**src/rtl/hatch_pkg.sv**
```systemverilog
// Shared definitions for the egg-hatch sequencer and the dot-matrix stage
// renderer: FSM states and the named stage-index ranges.
package hatch_pkg;

    typedef enum logic [1:0] {
        IDLE = 2'd0,
        RUN  = 2'd1,
        HOLD = 2'd2,
        DONE = 2'd3
    } state_e;

    localparam int NUM_STAGES = 12;

    // Picture groups the display selects on; indices are inclusive ranges.
    localparam logic [3:0] STAGE_EGG_FIRST   = 4'd0;
    localparam logic [3:0] STAGE_EGG_LAST    = 4'd4;
    localparam logic [3:0] STAGE_FULL        = 4'd5;
    localparam logic [3:0] STAGE_CRACK_FIRST = 4'd6;
    localparam logic [3:0] STAGE_CRACK_LAST  = 4'd7;
    localparam logic [3:0] STAGE_CHICK_FIRST = 4'd8;
    localparam logic [3:0] STAGE_CHICK_LAST  = 4'd11;

endpackage

```
**src/rtl/hatch_ctrl_sync_edge.sv**
```systemverilog
// Two-flop synchroniser for an asynchronous level, plus a one-cycle pulse on
// each synchronised rising edge (a held input yields a single pulse).
module sync_edge (
    input  logic clk,
    input  logic rst,
    input  logic d,
    output logic lvl,
    output logic pulse
);

    logic meta_q, meta_d;
    logic sync_q, sync_d;
    logic prev_q, prev_d;

    always_comb begin
        meta_d = d;
        sync_d = meta_q;
        prev_d = sync_q;
    end

    always_ff @(posedge clk or posedge rst) begin
        if (rst) begin
            meta_q <= 1'b0;
            sync_q <= 1'b0;
            prev_q <= 1'b0;
        end else begin
            meta_q <= meta_d;
            sync_q <= sync_d;
            prev_q <= prev_d;
        end
    end

    assign lvl   = sync_q;
    assign pulse = sync_q & ~prev_q;

endmodule

```
**src/rtl/hatch_ctrl.sv**
```systemverilog
// Incubation sequencer: steps the display stage index once every STAGE_SEC
// seconds while running, freezes on a temperature fault, stops on request.
module hatch_ctrl
    import hatch_pkg::*;
#(
    parameter int CLK_HZ     = 1000,
    parameter int STAGE_SEC  = 3,
    parameter int LAST_STAGE = 11
) (
    input  logic       clk,
    input  logic       rst,
    input  logic       key_start,
    input  logic       key_stop,
    input  logic       temp_sw,
    output logic [3:0] num,
    output logic       st,
    output logic       temp,
    output logic       done,
    output logic [3:0] sec_cnt
);

    localparam int             PW      = (CLK_HZ > 1) ? $clog2(CLK_HZ) : 1;
    localparam logic [PW-1:0]  PRE_MAX = PW'(CLK_HZ - 1);
    localparam logic [3:0]     SEC_MAX = 4'(STAGE_SEC - 1);
    localparam logic [3:0]     NUM_MAX = 4'(LAST_STAGE);

    logic start_p, stop_p, temp_s;
    logic start_lvl, stop_lvl, temp_pulse;
    logic unused_sync;

    sync_edge u_sync_start (.clk(clk), .rst(rst), .d(key_start), .lvl(start_lvl),  .pulse(start_p));
    sync_edge u_sync_stop  (.clk(clk), .rst(rst), .d(key_stop),  .lvl(stop_lvl),   .pulse(stop_p));
    sync_edge u_sync_temp  (.clk(clk), .rst(rst), .d(temp_sw),   .lvl(temp_s),     .pulse(temp_pulse));

    assign unused_sync = start_lvl | stop_lvl | temp_pulse;

    state_e        state_q, state_d;
    logic [PW-1:0] pre_q, pre_d;
    logic [3:0]    sec_cnt_q, sec_cnt_d;
    logic [3:0]    num_q, num_d;
    logic          temp_q, temp_d;
    logic          count_en;

    always_comb begin
        state_d   = state_q;
        pre_d     = pre_q;
        sec_cnt_d = sec_cnt_q;
        num_d     = num_q;
        count_en  = 1'b0;

        unique case (state_q)
            IDLE, DONE: begin
                if (start_p) begin
                    state_d   = RUN;
                    pre_d     = '0;
                    sec_cnt_d = '0;
                    num_d     = '0;
                end
            end
            RUN: begin
                if (temp_s) state_d = HOLD;
                else        count_en = 1'b1;
            end
            HOLD: begin
                // The edge that sees the fault clear already counts, so a
                // fault seen for N edges delays the sequence by exactly N.
                if (!temp_s) begin
                    state_d  = RUN;
                    count_en = 1'b1;
                end
            end
        endcase

        if (count_en) begin
            if (pre_q == PRE_MAX) begin
                pre_d = '0;
                if (sec_cnt_q == SEC_MAX) begin
                    sec_cnt_d = '0;
                    if (num_q == NUM_MAX) state_d = DONE;
                    else                  num_d   = num_q + 4'd1;
                end else begin
                    sec_cnt_d = sec_cnt_q + 4'd1;
                end
            end else begin
                pre_d = pre_q + PW'(1);
            end
        end

        if (stop_p) begin
            state_d   = IDLE;
            pre_d     = '0;
            sec_cnt_d = '0;
            num_d     = '0;
        end

        temp_d = (state_d == HOLD);
    end

    always_ff @(posedge clk or posedge rst) begin
        if (rst) begin
            state_q   <= IDLE;
            pre_q     <= '0;
            sec_cnt_q <= '0;
            num_q     <= '0;
            temp_q    <= 1'b0;
        end else begin
            state_q   <= state_d;
            pre_q     <= pre_d;
            sec_cnt_q <= sec_cnt_d;
            num_q     <= num_d;
            temp_q    <= temp_d;
        end
    end

    assign num     = num_q;
    assign sec_cnt = sec_cnt_q;
    assign temp    = temp_q;
    assign st      = (state_q != IDLE);
    assign done    = (state_q == DONE);

endmodule
```
**config.mk**
```make
export PLATFORM = sky130hd
export DESIGN_NAME = hatch_ctrl
export DESIGN_NICKNAME = d
export VERILOG_FILES = /design/src/rtl/hatch_pkg.sv /design/src/rtl/hatch_ctrl_sync_edge.sv /design/src/rtl/hatch_ctrl.sv
export SDC_FILE = /design/constraint.sdc
export NUM_CORES = 1
export LEC_CHECK = 0
export CORE_UTILIZATION = 50
export CTS_BUF_LIST = sky130_fd_sc_hd__clkbuf_16
export DETAILED_ROUTE_END_ITERATION = 8
export GPL_TIMING_DRIVEN = 0
export PLACE_DENSITY = 0.84
export SLEW_MARGIN = 20
export SYNTH_ARGS = -nofsm -noshare
export SYNTH_HDL_FRONTEND = slang
export SYNTH_SLANG_ARGS = --single-unit
```
**constraint.sdc**
```tcl
create_clock -name clk -period 2.2 [get_ports clk]
set_input_delay 0.44 -clock clk [delete_from_list [all_inputs] [get_ports clk]]
set_output_delay 0.44 -clock clk [all_outputs]
set_load 0.005 [all_outputs]
```
Word level (Yosys, flattened, before mapping)
Cells that the tools add are included.
{ "word_totals": {"out_inout_bits": 11, "regBits": 29, "wordCells": 63} }
{ "classes": {"n_eq_ne": 7, "reduce_logical": 7, "n_bitwise": 4, "mux": 29, "addsub": 3} }
{ "op_table": {"columns": ["operator", "count"], "rows": [
  ["2-to-1 mux 4 bit", 13],
  ["2-to-1 mux 10 bit", 5],
  ["2-to-1 mux 2 bit", 8],
  ["adder 10 x 1 -> 10 bit, second input constant", 1],
  ["== test 10 bit, second input constant", 1],
  ["adder 4 x 1 -> 4 bit, second input constant", 2],
  ["== test 2 bit, second input constant", 3],
  ["one-hot mux 2 bit (3 select lines)", 1],
  ["nonzero test 3 bit", 2],
  ["== test 4 x 2 -> 1 bit, second input constant", 1],
  ["== test 4 bit, second input constant", 1],
  ["OR reduction 2 bit", 2],
  ["AND 1 bit", 2],
  ["== test 2 x 1 -> 1 bit, second input constant", 1],
  ["logical NOT 2 bit", 1],
  ["2-to-1 mux 1 bit", 2],
  ["NOT 1 bit", 2],
  ["AND reduction 2 bit", 1],
  ["nonzero test 2 bit", 1]
]} }

Longest topological paths before layout
{ "logic_depth": {"word_depth": 10, "depth_mapped": 8} }

Cells and area by module
Synthesis repeated with hierarchy kept, for this count alone.
{ "unflattened": {"hier_cells": 153, "hier_area_um2": 1574.0} }
{ "by_module_without_submodules": {"columns": ["mod", "area_per_inst_um2", "seq_area_each_um2", "n_inst", "cells_per_inst"], "rows": [
  ["hatch_ctrl", 1296.2, 525.5, 1, 138],
  ["sync_edge", 92.6, 75.1, 3, 5]
]} }

Worst setup path after synthesis
OpenSTA, ideal clock, no wires.
{ "synth_timing": {"path_kind": "register -> register", "startpoint": "register state_q[0]", "endpoint": "register pre_q[7]", "t_arrival_ns": 2.007, "stages_incl_launch_ff": 8, "path_slack_ns": 0.115, "synth_period_minus_slack_ns": 2.085, "setup_time_ns": 0.078, "path_cell_list": "dfrtp_1 > inv_1 > ha_1 > or3b_1 > buf_6 > a311o_1 > or3_1 > a21oi_1"} }
{ "synth_via": {"elab_chain_cells": 5, "word_cells_on_any_way": 12, "cone_classes": "eq/ne (3); mux (3); reduce/logical (6)"} }
{ "synth_lines": {"columns": ["element", "line", "text"], "rows": [
  ["start: declaration", "hatch_ctrl.sv:37", "state_e state_q, state_d;"],
  ["start signal: assignment", "hatch_ctrl.sv:107", "state_q <= state_d;"],
  ["== test 2 bit / == test 2 x 1 -> 1 bit (equally long branches)", "hatch_ctrl.sv:51", "unique case (state_q)"],
  ["OR reduction 2 bit (no source line)", null, null],
  ["2-to-1 mux 1 bit", null, null],
  ["nonzero test 3 bit (no source line) / 2-to-1 mux 10 bit (equally long branches)", null, null],
  ["AND reduction 2 bit (no source line) / 2-to-1 mux 10 bit (equally long branches)", null, null],
  ["end signal: assignment", "hatch_ctrl.sv:108", "pre_q <= pre_d;"],
  ["end: declaration", "hatch_ctrl.sv:38", "logic [PW-1:0] pre_q, pre_d;"]
]} }
Parallel ways exist; a longest one is shown, timed or not.
A chain may end at the register's enable or synchronous reset.

Final worst setup path
Same ends and word-level chain as after synthesis.

==> results_dict.tcl <==
set metrics [dict create \
    outcome "complete, but fails checks" \
    violations "design-rule violations" \
    grt_pass1_wl_mm 5.354 \
    finClkSkew_ns 0.003365 \
    clk-insertion-delay-late_ns 0.27 \
    pwr-share-comb_pct 26.4 \
    period_share_pct 96.45 \
    gp_congestion 0.7988 \
    synth-edff-count 0 \
    whs_path_depth 0 \
    postCtsHoldBufs 0 \
    hpwlAfterDp_mm 2.111 \
    grt_pass1_vias 1229 \
    clk_path_buf_depth 2 \
    area_growth_pct 25.85 \
    netlist_area_um2 1500 \
    path_clk_slew_ns 0.05 \
    diodes 0 \
    crit_fanout 9 \
    cts.sinks 29 \
    ys_seq_area_share_pct 48.37 \
    power.internal_w 0.001316 \
    synthDistinctLibCells 45 \
    die_w_um 56.78 \
    finalMaxSlewViolations 0 \
    slew-limit-headroom_pct 60.31 \
    cts_root_buf "clkbuf_16" \
    ys_async_sr_fraction_pct 100.0 \
    p_switching_w 0.0005190 \
    cts_tree "yes" \
    finalSetupViolations 0 \
    chipHeight_um 56.78 \
    worstMarginPinSlew_ns 0.5954 \
    pwr-share-clk_pct 40.7 \
    drt-wirelength-per-cell_um 15.14 \
    r2r_start "state_q[0]" \
    post-route-util_pct 67.31 \
    r2r_slack_ns 0.08 \
    rr_endpoint "pre_q[7]" \
    synth_flop_cell "dfrtp_1" \
    core_area_um2 2805 \
    period_minus_slack_ns 2.122 \
    drtPass1Iterations 6 \
    overflow 0 \
    postRouteAntennaNets 0 \
    drt_iter0_drc 35 \
    hold_path_class "reg2reg" \
    antenna_found_initial 0 \
    vdd_drop_max_v 0.0006852 \
    rows 19 \
    fmax_mhz 471.3 \
    min_from "u_sync_start.meta_q" \
    p_leak_nw 0.8264 \
    rr_worst_depth 7 \
    start_util_pct 53.48 \
    synth_area_per_cell_um2 10.35 \
    syn_inst 145 \
    track_usage_pct 21.99 \
    nets 182 \
    dieArea_um2 3223 \
    port_buffers 15 \
    vias_per_cell 5.975 \
    fillers 210 \
    swShare_pct 28.28 \
    cts_max_level 2 \
    setup_tns_ns 0 \
    min_to "u_sync_start.lvl" \
    cap_violations 0 \
    drive_gt1_share_pct 12.94 \
    syn_nets 158 \
    powerDensity_nw_per_um2 972.0 \
    drc_errors 2 \
    start_kind "register" \
    rsz0062_at_grt "no" \
    cts_buffers 5 \
    vias 1201 \
    synth.top_cell.area_share_pct 48.37 \
    ios 16 \
    synth_seq_cells 29 \
    ys_top_cells_by_area "dfrtp_1 48%, ha_1 6.7%, o21ai_0 3.3%, nand2_1 2.5%, nand3_1 2.3%" \
    synth_top_cell_by_area "dfrtp_1" \
    grt_max_degree 30 \
    cp.required_ns 2.40 \
    yosysWarnings 0 \
    hold_viol_final 0 \
    wl_mm 3.044 \
    worst_ep_arrival_time_ns 2.32 \
    path_class "reg2reg" \
    seq_power_share_pct 32.9 \
    worstSetupEndpointType "register" \
]
## worst max path at each step
stage | startpoint | to | slack, ns
6_report | state_q[0] | pre_q[7] | 0.08
3_5_place_dp | state_q[0] | pre_q[7] | -0.18
5_1_grt | state_q[0] | pre_q[3] | 0.03
2_1_floorplan | state_q[0] | pre_q[7] | 0.12
3_3_place_gp | state_q[0] | pre_q[3] | -0.05
4_1_cts | state_q[0] | pre_q[7] | 0.07
## layout make-up
| type | count | area [um2] | area share, % |
|---|---|---|---|
| buffer | 6 | 35.03 | 1.856 |
| clock buffer | 5 | 125.1 | 6.627 |
| clock inverter | 3 | 37.54 | 1.988 |
| inverter | 6 | 22.52 | 1.193 |
| multi-input combinational | 104 | 738.2 | 39.10 |
| sequential | 29 | 725.7 | 38.44 |
| tap | 31 | 38.79 | 2.054 |
| timing repair buffer | 17 | 165.2 | 8.747 |
## power groups by stage
| stage | Sequential [W] | Combinational [W] | Clock (W) |
|---|---|---|---|
| after floorplan | 0.000610 | 0.000284 | 0 |
| after global placement | 0.000613 | 0.000381 | 0 |
| after detailed placement | 0.000618 | 0.000410 | 0 |
| after CTS | 0.000603 | 0.000484 | 0.000753 |
| after global routing | 0.000607 | 0.000534 | 0.000788 |
| final | 0.000604 | 0.000485 | 0.000747 |
## repair_timing
action,CTS,global route
setup endpoints to repair,13,0
endpoints found under the hold margin,0,0
setup buffers,2,0
gates resized for setup,7,0
## sequential cells by signal (all words and copies together) (netlist names)
register	flops
u_sync_start.meta_q	1
u_sync_start.prev_q	1
sec_cnt	4
u_sync_start.lvl	1
state_q	2
temp	1
u_sync_stop.meta_q	1
u_sync_stop.prev_q	1
u_sync_temp.lvl	1
u_sync_stop.lvl	1
num	4
pre_q	10
u_sync_temp.meta_q	1
## layout by cell type (no fill, tap or decap), drive strengths merged, types with 2 or more instances in the layout
master and count:
or3 3, xnor2 3, nor3 2, a22oi 2, and4 3, and3 2, or2 2, a211oi 3
a311oi 4, nor2b 3, clkbuf 8, dfrtp 29, nand4 2, nand2 10, a21oi 6, nand2b 5
inv 7, nand3 7, nor2 7, mux2i 2, buf 5, ha 8, o21ai 11, nor3b 2
clkdlybuf4s50 15
## worst max-delay path, cell delays in order, from the launching register on
cell	delay, ns
dfrtp_1	0.39
inv_2	0.10
ha_4	0.23
or3b_1	0.40
buf_6	0.16
a311o_1	0.27
or3_1	0.33
a21oi_2	0.16
## per-stage QoR
step,instance area [um2],instances,worst slack (ns),power (W),hold WS (ns)
after floorplan,1500,145,0.1154,0.0008935,0.3312
after global placement,1689,191,-0.05252,0.0009939,0.3359
after detailed placement,1689,191,-0.1777,0.001027,0.3411
after CTS,1888,201,0.07465,0.001840,0.3520
after global routing,1888,201,0.03370,0.001929,0.3633
final,1888,201,0.07802,0.001835,0.3510
## synthesized netlist by cell type (3+ instances only)
master     n
nand2_1   10
clkbuf_1   3
nor2_1     7
ha_1       8
nand2b_1   5
dfrtp_1   29
or3_1      3
a21oi_1    6
o21ai_0   10
nand3_1    7
inv_1      6
a211oi_1   3
nor2b_1    3
xnor2_1    3
and4_1     3
## layer usage
metal | vias to the layer above | global-route usage [%] | routed length (um)
li1 | 581 | - | -
met1 | 577 | 27.54 | 1372
met2 | 35 | 35.37 | 1474
met3 | 8 | 6.452 | 136
met4 | 0 | 9.408 | 61
met5 | - | 0 | 0
## cell families (layout without fill, tap and decap cells)
family          after synthesis  after routing  synth area share (%)
compound gates               37             37                 17.35
xor+xnor                      3              3                 1.752
fa+ha+maj                     8              8                 6.672
buf+inv                      12             37                 3.670
flops                        29             29                 48.37
mux                           3              3                 2.085
simple gates                 53             53                 20.10
No activity file was read; power rests on OpenSTA's default activity.
